===== config.mk =====
export PLATFORM = sky130hd
export DESIGN_NAME = if_id_skid_buffer_flat
export DESIGN_NICKNAME = d
export VERILOG_FILES = /design/src/rtl/if_id_skid_buffer_if.sv /design/src/rtl/if_id_skid_buffer.sv /design/src/flat_wrapper.sv
export SDC_FILE = /design/constraint.sdc
export NUM_CORES = 1
export LEC_CHECK = 0
export CAP_MARGIN = 20
export CORE_MARGIN = 3
export CORE_UTILIZATION = 44
export CTS_BUF_LIST = sky130_fd_sc_hd__clkbuf_4 sky130_fd_sc_hd__clkbuf_8 sky130_fd_sc_hd__clkbuf_16
export DETAILED_ROUTE_END_ITERATION = 16
export PLACE_DENSITY = 0.77
export SYNTH_ARGS = -nofsm -noshare
export SYNTH_HDL_FRONTEND = slang
export SYNTH_SLANG_ARGS = --single-unit

===== constraint.sdc =====
create_clock -name clk -period 4.4 [get_ports clk]
set_clock_uncertainty 0.1 [all_clocks]
set_input_delay 0.44 -clock clk [delete_from_list [all_inputs] [get_ports clk]]
set_output_delay 0.44 -clock clk [all_outputs]
set_load 0.005 [all_outputs]

===== src/rtl/if_id_skid_buffer_if.sv =====
// Fetch/Decode handshake bundle for the IF/ID elastic buffer.
// Valid/ready rule for both sides: a transfer happens on a rising clock edge
// only when the producer's valid and the consumer's ready are both high in
// that cycle. The producer holds its payload while valid is high and no
// transfer has happened. Flush and stall are side-band signals on the buffer
// and also gate transfers.
interface if_id_skid_buffer_if;
    // Fetch side
    logic        i_vld;
    logic [31:0] i_pc;
    logic [31:0] i_instr;
    logic        i_prediction;
    logic        o_rdy;
    // Decode side
    logic        o_vld;
    logic [31:0] o_pc;
    logic [31:0] o_instr;
    logic        o_prediction;
    logic        o_misalign;
    logic        i_dec_rdy;

    // Buffer side of the bundle
    modport slave (
        input  i_vld, i_pc, i_instr, i_prediction, i_dec_rdy,
        output o_rdy, o_vld, o_pc, o_instr, o_prediction, o_misalign
    );

    // Environment side (Fetch producer + Decode consumer)
    modport master (
        output i_vld, i_pc, i_instr, i_prediction, i_dec_rdy,
        input  o_rdy, o_vld, o_pc, o_instr, o_prediction, o_misalign
    );
endinterface


===== src/rtl/if_id_skid_buffer.sv =====
// IF/ID elastic buffer: a small circular FIFO between Fetch and Decode.
// All outputs, including o_rdy, come from registers only, so Decode's stall
// and ready signals never reach Fetch combinationally. A flush empties the
// buffer in one edge and drops whatever Fetch offers in that cycle.
module if_id_skid_buffer #(
    parameter int          DEPTH = 2,
    parameter logic [31:0] NOP   = 32'h00000013,
    localparam int         PTR_W = $clog2(DEPTH),
    localparam int         CNT_W = PTR_W + 1
) (
    input  logic                 clk,
    input  logic                 rst_n,
    if_id_skid_buffer_if.slave   bus,
    input  logic                 i_stall,
    input  logic                 i_flush,
    output logic [CNT_W-1:0]     o_count
);

    typedef struct packed {
        logic        misalign;
        logic        prediction;
        logic [31:0] instr;
        logic [31:0] pc;
    } entry_t;

    entry_t           mem_q [DEPTH];
    entry_t           wr_entry_d;
    entry_t           head;

    logic [PTR_W-1:0] rd_ptr_q, rd_ptr_d;
    logic [PTR_W-1:0] wr_ptr_q, wr_ptr_d;
    logic [CNT_W-1:0] count_q,  count_d;

    logic             rdy;
    logic             vld;
    logic             push;
    logic             pop;

    // Handshake qualifiers and next-state for pointers/occupancy
    always_comb begin
        rdy        = (count_q < CNT_W'(DEPTH));
        vld        = (count_q != '0);
        push       = bus.i_vld & rdy & ~i_flush;
        pop        = vld & bus.i_dec_rdy & ~i_stall & ~i_flush;

        wr_entry_d = '{misalign:   (bus.i_pc[1:0] != 2'b00),
                       prediction: bus.i_prediction,
                       instr:      bus.i_instr,
                       pc:         bus.i_pc};

        rd_ptr_d   = rd_ptr_q;
        wr_ptr_d   = wr_ptr_q;
        count_d    = count_q;

        if (i_flush) begin
            // Drop everything: read pointer catches up with the write pointer.
            rd_ptr_d = wr_ptr_q;
            count_d  = '0;
        end else begin
            if (push) begin
                wr_ptr_d = wr_ptr_q + PTR_W'(1);
            end
            if (pop) begin
                rd_ptr_d = rd_ptr_q + PTR_W'(1);
            end
            count_d = count_q + CNT_W'(push) - CNT_W'(pop);
        end
    end

    // Pointer and occupancy registers
    always_ff @(posedge clk or negedge rst_n) begin
        if (!rst_n) begin
            rd_ptr_q <= '0;
            wr_ptr_q <= '0;
            count_q  <= '0;
        end else begin
            rd_ptr_q <= rd_ptr_d;
            wr_ptr_q <= wr_ptr_d;
            count_q  <= count_d;
        end
    end

    // Entry storage; contents are don't-care while unoccupied, so no reset
    always_ff @(posedge clk) begin
        if (push) begin
            mem_q[wr_ptr_q] <= wr_entry_d;
        end
    end

    // Head presentation: stored entry when occupied, bubble (NOP) otherwise
    always_comb begin
        head = mem_q[rd_ptr_q];
        if (vld) begin
            bus.o_pc         = head.pc;
            bus.o_instr      = head.instr;
            bus.o_prediction = head.prediction;
            bus.o_misalign   = head.misalign;
        end else begin
            bus.o_pc         = 32'h0;
            bus.o_instr      = NOP;
            bus.o_prediction = 1'b0;
            bus.o_misalign   = 1'b0;
        end
        bus.o_vld = vld;
        bus.o_rdy = rdy;
        o_count   = count_q;
    end

endmodule


===== src/flat_wrapper.sv =====
// flat-port wrapper written by rule: the top's interface ports become plain ports
module if_id_skid_buffer_flat 
#(
    parameter int          DEPTH = 2,
    parameter logic [31:0] NOP   = 32'h00000013,
    localparam int         PTR_W = $clog2(DEPTH),
    localparam int         CNT_W = PTR_W + 1
)
  (clk, rst_n, i_stall, i_flush, o_count, bus_i_vld, bus_i_pc, bus_i_instr, bus_i_prediction, bus_i_dec_rdy, bus_o_rdy, bus_o_vld, bus_o_pc, bus_o_instr, bus_o_prediction, bus_o_misalign);
  if_id_skid_buffer_if bus_i ();
  input  logic clk;
  input  logic rst_n;
  input  logic i_stall;
  input  logic i_flush;
  output logic [CNT_W-1:0] o_count;
  input wire logic [$bits(bus_i.i_vld)-1:0] bus_i_vld;
  input wire logic [$bits(bus_i.i_pc)-1:0] bus_i_pc;
  input wire logic [$bits(bus_i.i_instr)-1:0] bus_i_instr;
  input wire logic [$bits(bus_i.i_prediction)-1:0] bus_i_prediction;
  input wire logic [$bits(bus_i.i_dec_rdy)-1:0] bus_i_dec_rdy;
  output wire logic [$bits(bus_i.o_rdy)-1:0] bus_o_rdy;
  output wire logic [$bits(bus_i.o_vld)-1:0] bus_o_vld;
  output wire logic [$bits(bus_i.o_pc)-1:0] bus_o_pc;
  output wire logic [$bits(bus_i.o_instr)-1:0] bus_o_instr;
  output wire logic [$bits(bus_i.o_prediction)-1:0] bus_o_prediction;
  output wire logic [$bits(bus_i.o_misalign)-1:0] bus_o_misalign;
  assign bus_i.i_vld = bus_i_vld;
  assign bus_i.i_pc = bus_i_pc;
  assign bus_i.i_instr = bus_i_instr;
  assign bus_i.i_prediction = bus_i_prediction;
  assign bus_i.i_dec_rdy = bus_i_dec_rdy;
  assign bus_o_rdy = bus_i.o_rdy;
  assign bus_o_vld = bus_i.o_vld;
  assign bus_o_pc = bus_i.o_pc;
  assign bus_o_instr = bus_i.o_instr;
  assign bus_o_prediction = bus_i.o_prediction;
  assign bus_o_misalign = bus_i.o_misalign;
  if_id_skid_buffer #(.DEPTH(DEPTH), .NOP(NOP)) u_core (.clk(clk), .rst_n(rst_n), .bus(bus_i), .i_stall(i_stall), .i_flush(i_flush), .o_count(o_count));
endmodule

==> impl_metrics.tcl <==
set metrics [dict create \
    outcome "finished clean" \
    critPathSlowestCell "nor2_4" \
    synth_cell_types 22 \
    grt_pass1_wl_um 15500 \
    r2r-end "u_core.mem_q[0][53]" \
    ir_worst_vdd_mv 0.246 \
    critPathRequiredTime_ns 3.86 \
    rsz0062_at_grt "false" \
    start_util_pct 45.6 \
    cts_setup_buffers 0 \
    grtUsageTotal_pct 15.6 \
    yosysSeqAreaShare_pct 76.7 \
    finalSetupTns_ns 0 \
    slew_headroom_pct 38.7 \
    core_um2 11600 \
    drv_slew 0 \
    finalWeightedCongestion 0.711 \
    drt_iter0_drc 132 \
    clock.fmax_ghz 0.313 \
    synth-seq-cells 136 \
    min_period_ns 3.19 \
    crit_fanout 36 \
    antenna_cells 0 \
    grt_pass1_vias 3116 \
    finalSetupViolCount 0 \
    final_nets 527 \
    syn_area_um2 5300 \
    crit_type "reg -> out" \
    cts_resized 0 \
    drv_cap 0 \
    die_y_um 116 \
    worstSetupStartpointType "flip-flop" \
    overflow 0 \
    power.density_nw_per_um2 534 \
    cts_hold_buf 0 \
    clk_transition_reported_paths_ns 0.05 \
    numCtsBuffers 17 \
    grt_max_degree 69 \
    drive_above_1_share_pct 8.78 \
    vias 2975 \
    synthTopCellsByArea "edfxtp_1 75%, mux2i_1 12%, nor2_1 4.6%" \
    portBuffers 140 \
    htree_levels 4 \
    viasPerCell 4.88 \
    wl_um 10100 \
    post-route-period-util_pct 72.5 \
    reg2reg_depth 4 \
    clock_path_buffers 2 \
    power_uw 3940 \
    rows 39 \
    cp_cell_sequence "nor2_4, buf_4, nor2_1, clkdlybuf4s50_1" \
    worst_setup_path_end_kind "primary output" \
    tritoncts "yes" \
    r2r-start "u_core.o_count[1]" \
    crit_arrival_ns 2.65 \
    postSynthCellCount 307 \
    synth.avg_cell_area_um2 17.3 \
    ys_warn_count 0 \
    grt_antenna_before_repair 0 \
    leakagePower_uw 0.00264 \
    dieWidth_um 116 \
    cts_sinks 136 \
    hold_viol 0 \
    reg2reg_setup_slack_ns 2.11 \
    synth_top_cell_area_share_pct 74.8 \
    wl_per_cell_um 16.5 \
    syn-num-nets 380 \
    slowest_delay_ns 0.74 \
    worst_pin_slew_ns 0.918 \
    clk_latency_ns 0.40 \
    firstDrtPassIters 4 \
    drc 0 \
    pin_count 141 \
    hold_path.class "in -> async" \
    ant_nets 0 \
    post-synth-top-area-cell "edfxtp_1" \
    area_growth_pct 39.5 \
    die_area_um2 13400 \
    hpwl_um 6210 \
    clockRootBuffer "clkbuf_16" \
]
[power by group]
part,internal [uW],leakage (uW),switching [uW],total (uW)
logic,438,0.00108,354,792
registers,1590,0.00126,94.6,1680
clock network,966,0.000302,501,1470
total,2990,0.00264,949,3940
[stage by stage]
step | area, um^2 | instances | setup WS [ns] | hold slack (ns) | util (%)
6_report | 7390 | 610 | 1.21 | 0.139 | 63.6
5_1_grt | 7390 | 610 | 1.01 | 0.127 | 63.6
4_1_cts | 7360 | 609 | 1.15 | 0.126 | 63.4
3_5_place_dp | 6740 | 577 | 1.55 | 0.473 | 58.0
3_3_place_gp | 6740 | 577 | 1.60 | 0.462 | 58.0
2_1_floorplan | 5300 | 307 | 0.149 | 0.0444 | -
[layout by cell type, fill, tap and decap left out, types with 2 or more instances in the layout]
cell | netlist | routed
clkdlybuf4s50_1 | 0 | 140
edfxtp_1 | 132 | 132
mux2i_1 | 66 | 66
nor2_1 | 65 | 65
clkbuf_16 | 0 | 17
nand2_1 | 4 | 4
bufinv_16 | 0 | 4
inv_2 | 3 | 3
inv_1 | 3 | 3
clkbuf_4 | 0 | 3
dfrtp_1 | 4 | 3
xor2_1 | 2 | 2
ha_1 | 2 | 2
clkinvlp_4 | 0 | 2
clkinv_2 | 0 | 2
clkinv_4 | 0 | 2
buf_4 | 6 | 2
[metal layers]
layer | part of all wire [%] | global-route usage, % | vias up
met3 | 6.0 | 5.22 | 5
met1 | 40 | 17.5 | 1433
met4 | 0.44 | 5.57 | 0
met5 | 0 | 0 | -
li1 | - | - | 1437
met2 | 53 | 27.9 | 100
[area by class of cell]
cell class	count	area (um^2)
sequential	136	4070
tap	143	179
inverter	6	22.5
timing repair buffer	143	1440
clock buffer	20	448
clock inverter	12	175
multi-input combinational	150	1050
fill	874	4230
[logic make-up (layout without fill, tap and decap cells)]
logic type | Yosys count | after routing | synth area share (%)
flip-flops | 136 | 136 | 76.7
XOR/XNOR | 3 | 3 | 0.496
AND/OR/NAND/NOR | 78 | 78 | 5.98
adder cells (fa/ha/maj) | 2 | 2 | 0.472
AO/OA/AOI/OAI | 1 | 1 | 0.165
multiplexers | 66 | 66 | 12.5
buffers and inverters | 21 | 181 | 3.69
[critical path: cells and delay by family (launching register included)]
family | cells | cell delay, ns
buffers and inverters | 2 | 0.92
DFF | 1 | 0.44
and+or+nand+nor | 2 | 0.88
[cells in the mapped netlist]
cell type	n
mux2i_1	66
nor2_1	65
or2_1	1
nor2_2	1
buf_6	6
xnor2_1	1
nand2_1	4
nand4b_1	1
nand3_1	1
xor2_1	2
and3_1	1
buf_12	3
edfxtp_1	132
buf_4	6
inv_1	3
o311ai_1	1
inv_2	3
dfrtp_1	4
nor2b_1	2
and2_1	1
ha_1	2
nor4_1	1
[state kept, by name (all words and copies together) (netlist names)]
name and cells:
u_core.o_count 2, u_core.mem_q 132, u_core.rd_ptr_q 1, u_core.wr_ptr_q 1
[worst max path at each step]
stage	startpoint	end	cells after the start	slack [ns]
after floorplan	u_core.o_count[1]	u_core.mem_q[0][0]	3	0.15
after global placement	i_flush	u_core.mem_q[0][62]	5	1.60
after detailed placement	i_flush	u_core.mem_q[0][62]	5	1.55
after CTS	u_core.o_count[1]	bus_o_pc[31]	4	1.15
after global routing	u_core.o_count[1]	bus_o_pc[31]	4	1.01
final	u_core.o_count[1]	bus_o_pc[31]	4	1.21
(Power assumes the default switching activity.)
